**config.mk**
```make
export PLATFORM = sky130hd
export DESIGN_NAME = mem_arbiter
export DESIGN_NICKNAME = d
export VERILOG_FILES = /design/src/rtl/mem_arbiter.sv
export SDC_FILE = /design/constraint.sdc
export NUM_CORES = 1
export LEC_CHECK = 0
export ABC_AREA = 0
export CAP_MARGIN = 30
export CORE_AREA = 2 2 121 123
export DETAILED_ROUTE_END_ITERATION = 8
export DIE_AREA = 0 0 123 125
export PLACE_DENSITY = 0.84
export SETUP_SLACK_MARGIN = 0.2
export SLEW_MARGIN = 10
export SYNTH_ARGS = -nofsm -noshare
export SYNTH_HDL_FRONTEND = slang
export SYNTH_SLANG_ARGS = --single-unit
export TNS_END_PERCENT = 10
```
**constraint.sdc**
```tcl
create_clock -name clk -period 2.75 [get_ports clk]
set_clock_uncertainty 0.05 [all_clocks]
set_input_delay 0.4125 -clock clk [delete_from_list [all_inputs] [get_ports clk]]
set_output_delay 0.4125 -clock clk [all_outputs]
set_load 0.01 [all_outputs]
```
**src/rtl/mem_arbiter.sv**
```systemverilog
// Three-way round-robin arbiter (instruction read, data read, data write) onto one
// registered memory port, with an optional ack timeout that completes the stalled access.
module mem_arbiter #(
    parameter int XLEN    = 32,
    parameter int TIMEOUT = 255
) (
    input  logic                clk,
    input  logic                reset,
    input  logic                instr_re,
    input  logic [XLEN/8-1:0]   instr_sel,
    input  logic [XLEN-1:0]     instr_addr,
    output logic                instr_ack,
    output logic [XLEN-1:0]     instr_data,
    input  logic                dr_re,
    input  logic [XLEN/8-1:0]   dr_sel,
    input  logic [XLEN-1:0]     dr_addr,
    output logic                dr_ack,
    output logic [XLEN-1:0]     dr_data,
    input  logic                dw_we,
    input  logic [XLEN/8-1:0]   dw_sel,
    input  logic [XLEN-1:0]     dw_addr,
    input  logic [XLEN-1:0]     dw_data,
    output logic                dw_ack,
    output logic                mem_re,
    output logic                mem_we,
    output logic [XLEN/8-1:0]   mem_sel,
    output logic [XLEN-1:0]     mem_addr,
    output logic [XLEN-1:0]     mem_wdata,
    input  logic                mem_ack,
    input  logic [XLEN-1:0]     mem_rdata,
    output logic                err
);

    localparam logic [1:0] IDLE    = 2'd0;
    localparam logic [1:0] BUSY_I  = 2'd1;
    localparam logic [1:0] BUSY_DR = 2'd2;
    localparam logic [1:0] BUSY_DW = 2'd3;

    localparam int CW = (TIMEOUT > 1) ? $clog2(TIMEOUT + 1) : 1;
    localparam logic [CW-1:0] TMAX = CW'(TIMEOUT);

    logic [1:0]        state;
    logic [1:0]        last;   // BUSY_x code of the most recently completed requester
    logic [CW-1:0]     cnt;
    logic [1:0]        grant;
    logic [XLEN/8-1:0] g_sel;
    logic [XLEN-1:0]   g_addr;
    logic [XLEN-1:0]   g_wdata;
    logic              busy;
    logic              tmo_hit;
    logic              done;

    // Search starts with the requester after the last one served.
    always_comb begin
        grant = IDLE;
        case (last)
            BUSY_I: begin
                if (dr_re)         grant = BUSY_DR;
                else if (dw_we)    grant = BUSY_DW;
                else if (instr_re) grant = BUSY_I;
            end
            BUSY_DR: begin
                if (dw_we)         grant = BUSY_DW;
                else if (instr_re) grant = BUSY_I;
                else if (dr_re)    grant = BUSY_DR;
            end
            default: begin
                if (instr_re)      grant = BUSY_I;
                else if (dr_re)    grant = BUSY_DR;
                else if (dw_we)    grant = BUSY_DW;
            end
        endcase
    end

    always_comb begin
        g_sel   = dw_sel;
        g_addr  = dw_addr;
        g_wdata = dw_data;
        case (grant)
            BUSY_I: begin
                g_sel   = instr_sel;
                g_addr  = instr_addr;
                g_wdata = '0;
            end
            BUSY_DR: begin
                g_sel   = dr_sel;
                g_addr  = dr_addr;
                g_wdata = '0;
            end
            default: ;
        endcase
    end

    assign busy    = (state != IDLE);
    assign tmo_hit = (TIMEOUT != 0) && (cnt == TMAX);
    assign done    = busy && (mem_ack || tmo_hit) && !reset;
    assign err     = busy && tmo_hit && !mem_ack && !reset;

    // A timed-out access completes with zero data; a real ack always wins.
    assign instr_ack  = done && (state == BUSY_I);
    assign dr_ack     = done && (state == BUSY_DR);
    assign dw_ack     = done && (state == BUSY_DW);
    assign instr_data = (instr_ack && mem_ack) ? mem_rdata : '0;
    assign dr_data    = (dr_ack && mem_ack) ? mem_rdata : '0;

    always_ff @(posedge clk) begin
        if (reset) begin
            state     <= IDLE;
            last      <= BUSY_DW;
            cnt       <= '0;
            mem_re    <= 1'b0;
            mem_we    <= 1'b0;
            mem_sel   <= '0;
            mem_addr  <= '0;
            mem_wdata <= '0;
        end else if (!busy) begin
            if (grant != IDLE) begin
                state     <= grant;
                cnt       <= '0;
                mem_re    <= (grant != BUSY_DW);
                mem_we    <= (grant == BUSY_DW);
                mem_sel   <= g_sel;
                mem_addr  <= g_addr;
                mem_wdata <= g_wdata;
            end
        end else if (done) begin
            state  <= IDLE;
            last   <= state;
            mem_re <= 1'b0;
            mem_we <= 1'b0;
        end else if (cnt != '1) begin
            cnt <= cnt + CW'(1);
        end
    end

endmodule

```
# Word level (Yosys, flattened, before mapping)
# Cells that the tools add are included.
# classes
n_shift,0
div,0
n_reduce_logical,21
bitwise,1
muxes,27
mul,0
n_eq_ne,14
magnitude_cmp,0
addsub,1
# op_table
op,count
32-bit two-way mux,3
32-bit one-hot mux with 2 select lines,1
8-bit two-way mux,4
2-bit two-way mux,11
"2-bit == test, second input constant",5
1-bit logical AND,10
"8-bit by 1-bit adder with 8-bit output, second input constant",1
"8-bit == test, second input constant",1
"8-bit != test, second input constant",1
4-bit one-hot mux with 2 select lines,1
"2-bit by 1-bit == test with 1-bit output, second input constant",3
1-bit two-way mux,6
2-bit AND reduction,3
2-bit nonzero test,3
"2-bit by 1-bit != test with 1-bit output, second input constant",2
"2-bit != test, second input constant",2
2-bit one-hot mux with 2 select lines,1
3-bit AND reduction,1
1-bit zero test,2
2-bit OR reduction,1
1-bit logical OR,1
1-bit NOT,1
# word_totals
ram_bits,0
register_bits,82
mem_count,0
latchBits,0
elab_cells,72
output_inout_bits,138
mem_bits_ro,0

# Depth between registers and ports, before layout
# Gate-level depths: netlist (run 1).
# logic_depth
word_depth,7
ltp_mapped,13
depth_no_buf,11

# Least setup slack after synthesis (run 1)
# No wires, ideal clock.
# synth_path
path_type,flip-flop to flip-flop
from,register last[0]
to,register cnt[2]
setup_ps,132
synth_period_minus_slack_ps,2418
path_slack_ps,332
n_path_buf,2
arrival_ps,2236
path_stages_with_launch,12
cell_sequence,dfxtp_1 -> inv_1 -> ha_1 -> nor3_1 -> a211oi_1 -> inv_1 -> ha_1 -> or3_1 -> buf_2 -> clkbuf_1 -> o211ai_1 -> a21oi_1
# synth_via
elab_chain_len,5
word_cells_on_any_way,6
# synth_lines
element,line,rtl
start: declaration,43,logic [1:0] last;
start signal: assignment,128,last <= state;
2-bit == test or 2-bit by 1-bit == test with 1-bit output (tied branches),56,case (last)
2-bit one-hot mux with 2 select lines *,56,
2-bit nonzero test *,117,if (grant != IDLE) begin
2-bit nonzero test (no source line) *,n/a,
3-bit AND reduction (no source line) *,n/a,
end signal: assignment,132,cnt <= cnt + CW'(1);
end: declaration,44,logic [CW-1:0] cnt;
# Every way passes the cells marked *; elsewhere a longest branch is shown, timed or not.
# A chain may end at the register's enable or synchronous reset.

# Final worst setup path (run 1)
# layout_path
from,register last[0]
to,register mem_wdata[2]
# layout_via
elab_chain_len,5
word_cells_on_any_way,9
# layout_lines
element,line,rtl
2-bit == test or 2-bit by 1-bit == test with 1-bit output (tied branches),56,
2-bit one-hot mux with 2 select lines *,56,
2-bit == test or 2-bit by 1-bit == test with 1-bit output (tied branches),79,case (grant)
2-bit OR reduction (no source line),n/a,
32-bit two-way mux,79,
end signal: assignment,124,mem_wdata <= g_wdata;
end: declaration,28,"output logic [XLEN-1:0] mem_wdata,"
# Marks and branches as above.

==> reports/qor.yml, run 1 <==
min_path:
  worstHoldStart: "mem_addr[31]"
  hold_path_depth: 2
  holdCritPathClass: "register to register"
  hold_end: "mem_addr[31]"
global_routing:
  grt_max_degree: 58
  track_usage_pct: 20.2
  grt_overflow_total: 0
  grt_first_pass_wirelength_microns: 25000
  grt_pass1_vias: 4932
  antenna_found_initial: 0
setup_path:
  crit_slowest_cell: "dfxtp_1"
  r2r-start: "last[0]"
  end_kind: "register"
  worst-r2r-cell-count: 11
  cp.required_ns: 2.96
  rrSetupSlack_ns: 0.21
  crit_type: "register to register"
  arrival_ns: 2.75
  slowest_delay_ns: 0.36
  cp_max_fo: 42
  r2r-end: "mem_wdata[2]"
  cp-start-kind: "register"
  path_cells: "inv_1 -> ha_1 -> a21boi_0 -> o32a_1 -> inv_1 -> ha_1 -> buf_4 -> nor3_4 -> buf_12 -> nand3_1 -> a21oi_1"
power_and_ir_drop:
  clockPowerShare_pct: 26.4
  intPower_w: 0.00311
  power_frac_seq_pct: 31.5
  power.density_nw_per_um2: 583
  switching_share_pct: 34.1
  ir_drop_v: 0.000294
  comb_power_share_pct: 42.1
  power.leakage_nw: 3.03
  switchingPower_w: 0.00161
floorplanning:
  die_h_microns: 125
  initial_core_util_pct: 30.4
  core_area_sq_um: 14200
  die_w_microns: 123
  dieArea_sq_um: 15400
  row_count: 44
  ios: 316
yosys:
  synthDistinctLibCells: 42
  synthSimpleGateAreaFrac_pct: 32.0
  syn_inst: 600
  synth_fa_ha_area_share_pct: 2.03
  synth_top_family_by_area: "simple AND/OR/NAND/NOR gates"
  synthXorXnorAreaFrac_pct: 0
  yosys_warnings: 0
  synthMuxAreaShare_pct: 0.232
  synth_nets: 785
  synth-compound-area-share_pct: 22.2
  syn_area_sq_um: 4320
  yosysSeqAreaShare_pct: 38.0
  avgSynthCellArea_sq_um: 7.20
  ys_ff_latch: 82
clocking:
  cts_max_level: 3
  clockBufferDepth: 2
  cts.sinks: 82
  root_buffer: "clkbuf_16"
  cts_made_buffers: 9
  insertion_delay_ns: 0.32
  clk_pin_slew_ns: 0.07
  cts_tree: "built"
  ctsHoldBuffers: 0
timing:
  rsz0062_at_grt: "yes"
  setup-violations-final: 0
  hold_viol: 0
  fmax_mhz: 393
  tightest_slew_ns: 0.630
  finalCritPeriodShare_pct: 92.4
  fin_crit_ns: 2.54
  slew_violations: 0
  relSlewSlack_pct: 57.9
  fin_ws_ns: 0.208
run:
  drv_cap: 0
cells_and_area:
  multi_input_area_sq_um: 2490
  drive_gt1_share_pct: 5.78
  regArea_sq_um: 1650
  n_antenna_cell: 0
  final_core_util_pct: 57.0
  area_delta_synth_final_pct: 87.3
  nFillCells: 1304
  finish.net_count: 1080
route:
  wl_microns: 16200
  vias: 5277
  wire_per_inst_microns: 14.9
  drt_pre_antenna_iters: 5
  drt_iter0_drc: 229
  drc_errors: 0
  vias_per_cell: 4.87
  ant_nets: 0
placed_design:
  portBuffers: 315
  dp_slack_ns: -0.00666
  place_congestion: 0.784
  dp_hpwl_microns: 12400
status:
  outcome: "finished, final reports clean"
[synth_stat cells (all sizes together)]
master | instances | area [sq um]
and4 | 1 | 8.76
or4 | 5 | 37.5
nand3 | 48 | 240
a21o | 1 | 7.51
o21ba | 1 | 10.0
ha | 7 | 87.6
and3 | 1 | 6.26
or2 | 1 | 6.26
a2111o | 1 | 11.3
nor2 | 4 | 15.0
o2111ai | 1 | 8.76
nand2 | 148 | 556
o211ai | 3 | 27.5
buf | 14 | 72.6
nor2b | 1 | 6.26
nor4b | 1 | 8.76
o311ai | 1 | 8.76
or3 | 3 | 18.8
a21boi | 1 | 7.51
inv | 6 | 22.5
mux2i | 1 | 10.0
a221o | 1 | 10.0
dfxtp | 82 | 1640
nand4 | 3 | 18.8
and2 | 65 | 407
a22oi | 37 | 278
o31ai | 1 | 7.51
nand2b | 4 | 25.0
a21oi | 72 | 364
o21ai | 39 | 195
a211oi | 1 | 7.51
clkbuf | 38 | 144
o32a | 1 | 10.0
nor3 | 5 | 30.0
o21bai | 1 | 7.51
[critical path: cells and delay by family, from the launching register on]
kind	cells	cell delay [ns]
buf+inv	4	0.56
flops	1	0.36
compound gates	3	0.54
simple gates	2	0.35
fa+ha+maj	2	0.57
[flip-flops by register name (all words and copies together), names as in the netlist]
signal,cells
cnt,8
last,2
mem_sel,4
mem_we,1
mem_re,1
mem_addr,32
state,2
mem_wdata,32
[placed cells by master (no fill, tap or decap), types with 5 or more instances in the layout]
master           count
buf_12               5
a21oi_1             71
o21ai_0             39
nand2_1            148
dlygate4sd2_1        6
buf_4               14
dfxtp_1             79
inv_1                6
clkdlybuf4s50_1    306
clkbuf_16            9
or4_1                5
and2_1              64
ha_1                 6
nand3_1             48
a22oi_1             37
[per-layer routing]
layer | up-vias | share of wire [%] | GRT usage (%)
met5 | - | 0 | 0
met4 | 0 | 1.9 | 5.35
met3 | 25 | 7.4 | 6.16
met2 | 201 | 48 | 33.6
met1 | 2397 | 43 | 25.4
li1 | 2654 | - | -
[what timing repair did]
action,CTS,global route
pin swaps,1,2
buffers inserted,0,1
gates resized for setup,9,9
setup endpoints to repair,137,136
cloned,1,0
endpoints found under the hold margin,0,0
[worst max path at each step]
stage	slack, ns	depth (start not counted)	startpoint	endpoint
4_1_cts	0.02	5	cnt[0]	dr_ack
5_1_grt	0.04	11	last[0]	mem_wdata[24]
3_5_place_dp	-0.007	10	instr_re	mem_wdata[30]
3_3_place_gp	0.07	10	instr_re	mem_wdata[16]
2_1_floorplan	0.33	11	last[0]	cnt[2]
6_report	0.21	11	last[0]	mem_wdata[2]
[power groups by stage]
stage          Combinational (W)  Sequential [W]  Clock [W]
2_1_floorplan           0.000887         0.00158          0
3_3_place_gp             0.00194         0.00151          0
3_5_place_dp             0.00197         0.00151          0
4_1_cts                  0.00198         0.00149    0.00128
5_1_grt                  0.00218         0.00151    0.00133
6_report                 0.00199         0.00149    0.00124
[stage by stage]
stage | total power (W) | std cells | instance area [sq um] | setup TNS (ns) | hold WS, ns
6_report | 0.00472 | 1084 | 8100 | 0 | 0.402
3_3_place_gp | 0.00345 | 1066 | 7710 | 0 | 0.388
3_5_place_dp | 0.00348 | 1066 | 7710 | -0.00666 | 0.394
5_1_grt | 0.00501 | 1084 | 8100 | 0 | 0.418
4_1_cts | 0.00475 | 1083 | 8060 | 0 | 0.403
2_1_floorplan | 0.00246 | 600 | 4320 | 0 | 0.426
[kinds of logic (layout without fill, tap and decap cells)]
kind of cell    after synthesis  in the layout
flops                        82             82
simple gates                290            290
mux                           1              1
buf+inv                      58            358
compound gates              162            162
fa+ha+maj                     7              7
[cell type report]
class | count | share of cell area, %
flip-flops and latches | 82 | 20.3
clock buffers | 11 | 3.12
well taps | 184 | 2.84
repair buffers | 336 | 41.9
inverters | 6 | 0.278
multi-input cells | 460 | 30.7
clock inverters | 5 | 0.773
(Power assumes the default switching activity.)
==> run 2, diff against run 1 <==
GPL_ROUTABILITY_DRIVEN = 0   (was unset)
SLEW_MARGIN = 20   (was 10)
==> results of run 2 <==
Same layout as run 1: the final DEF is identical, and so are final timing and power.
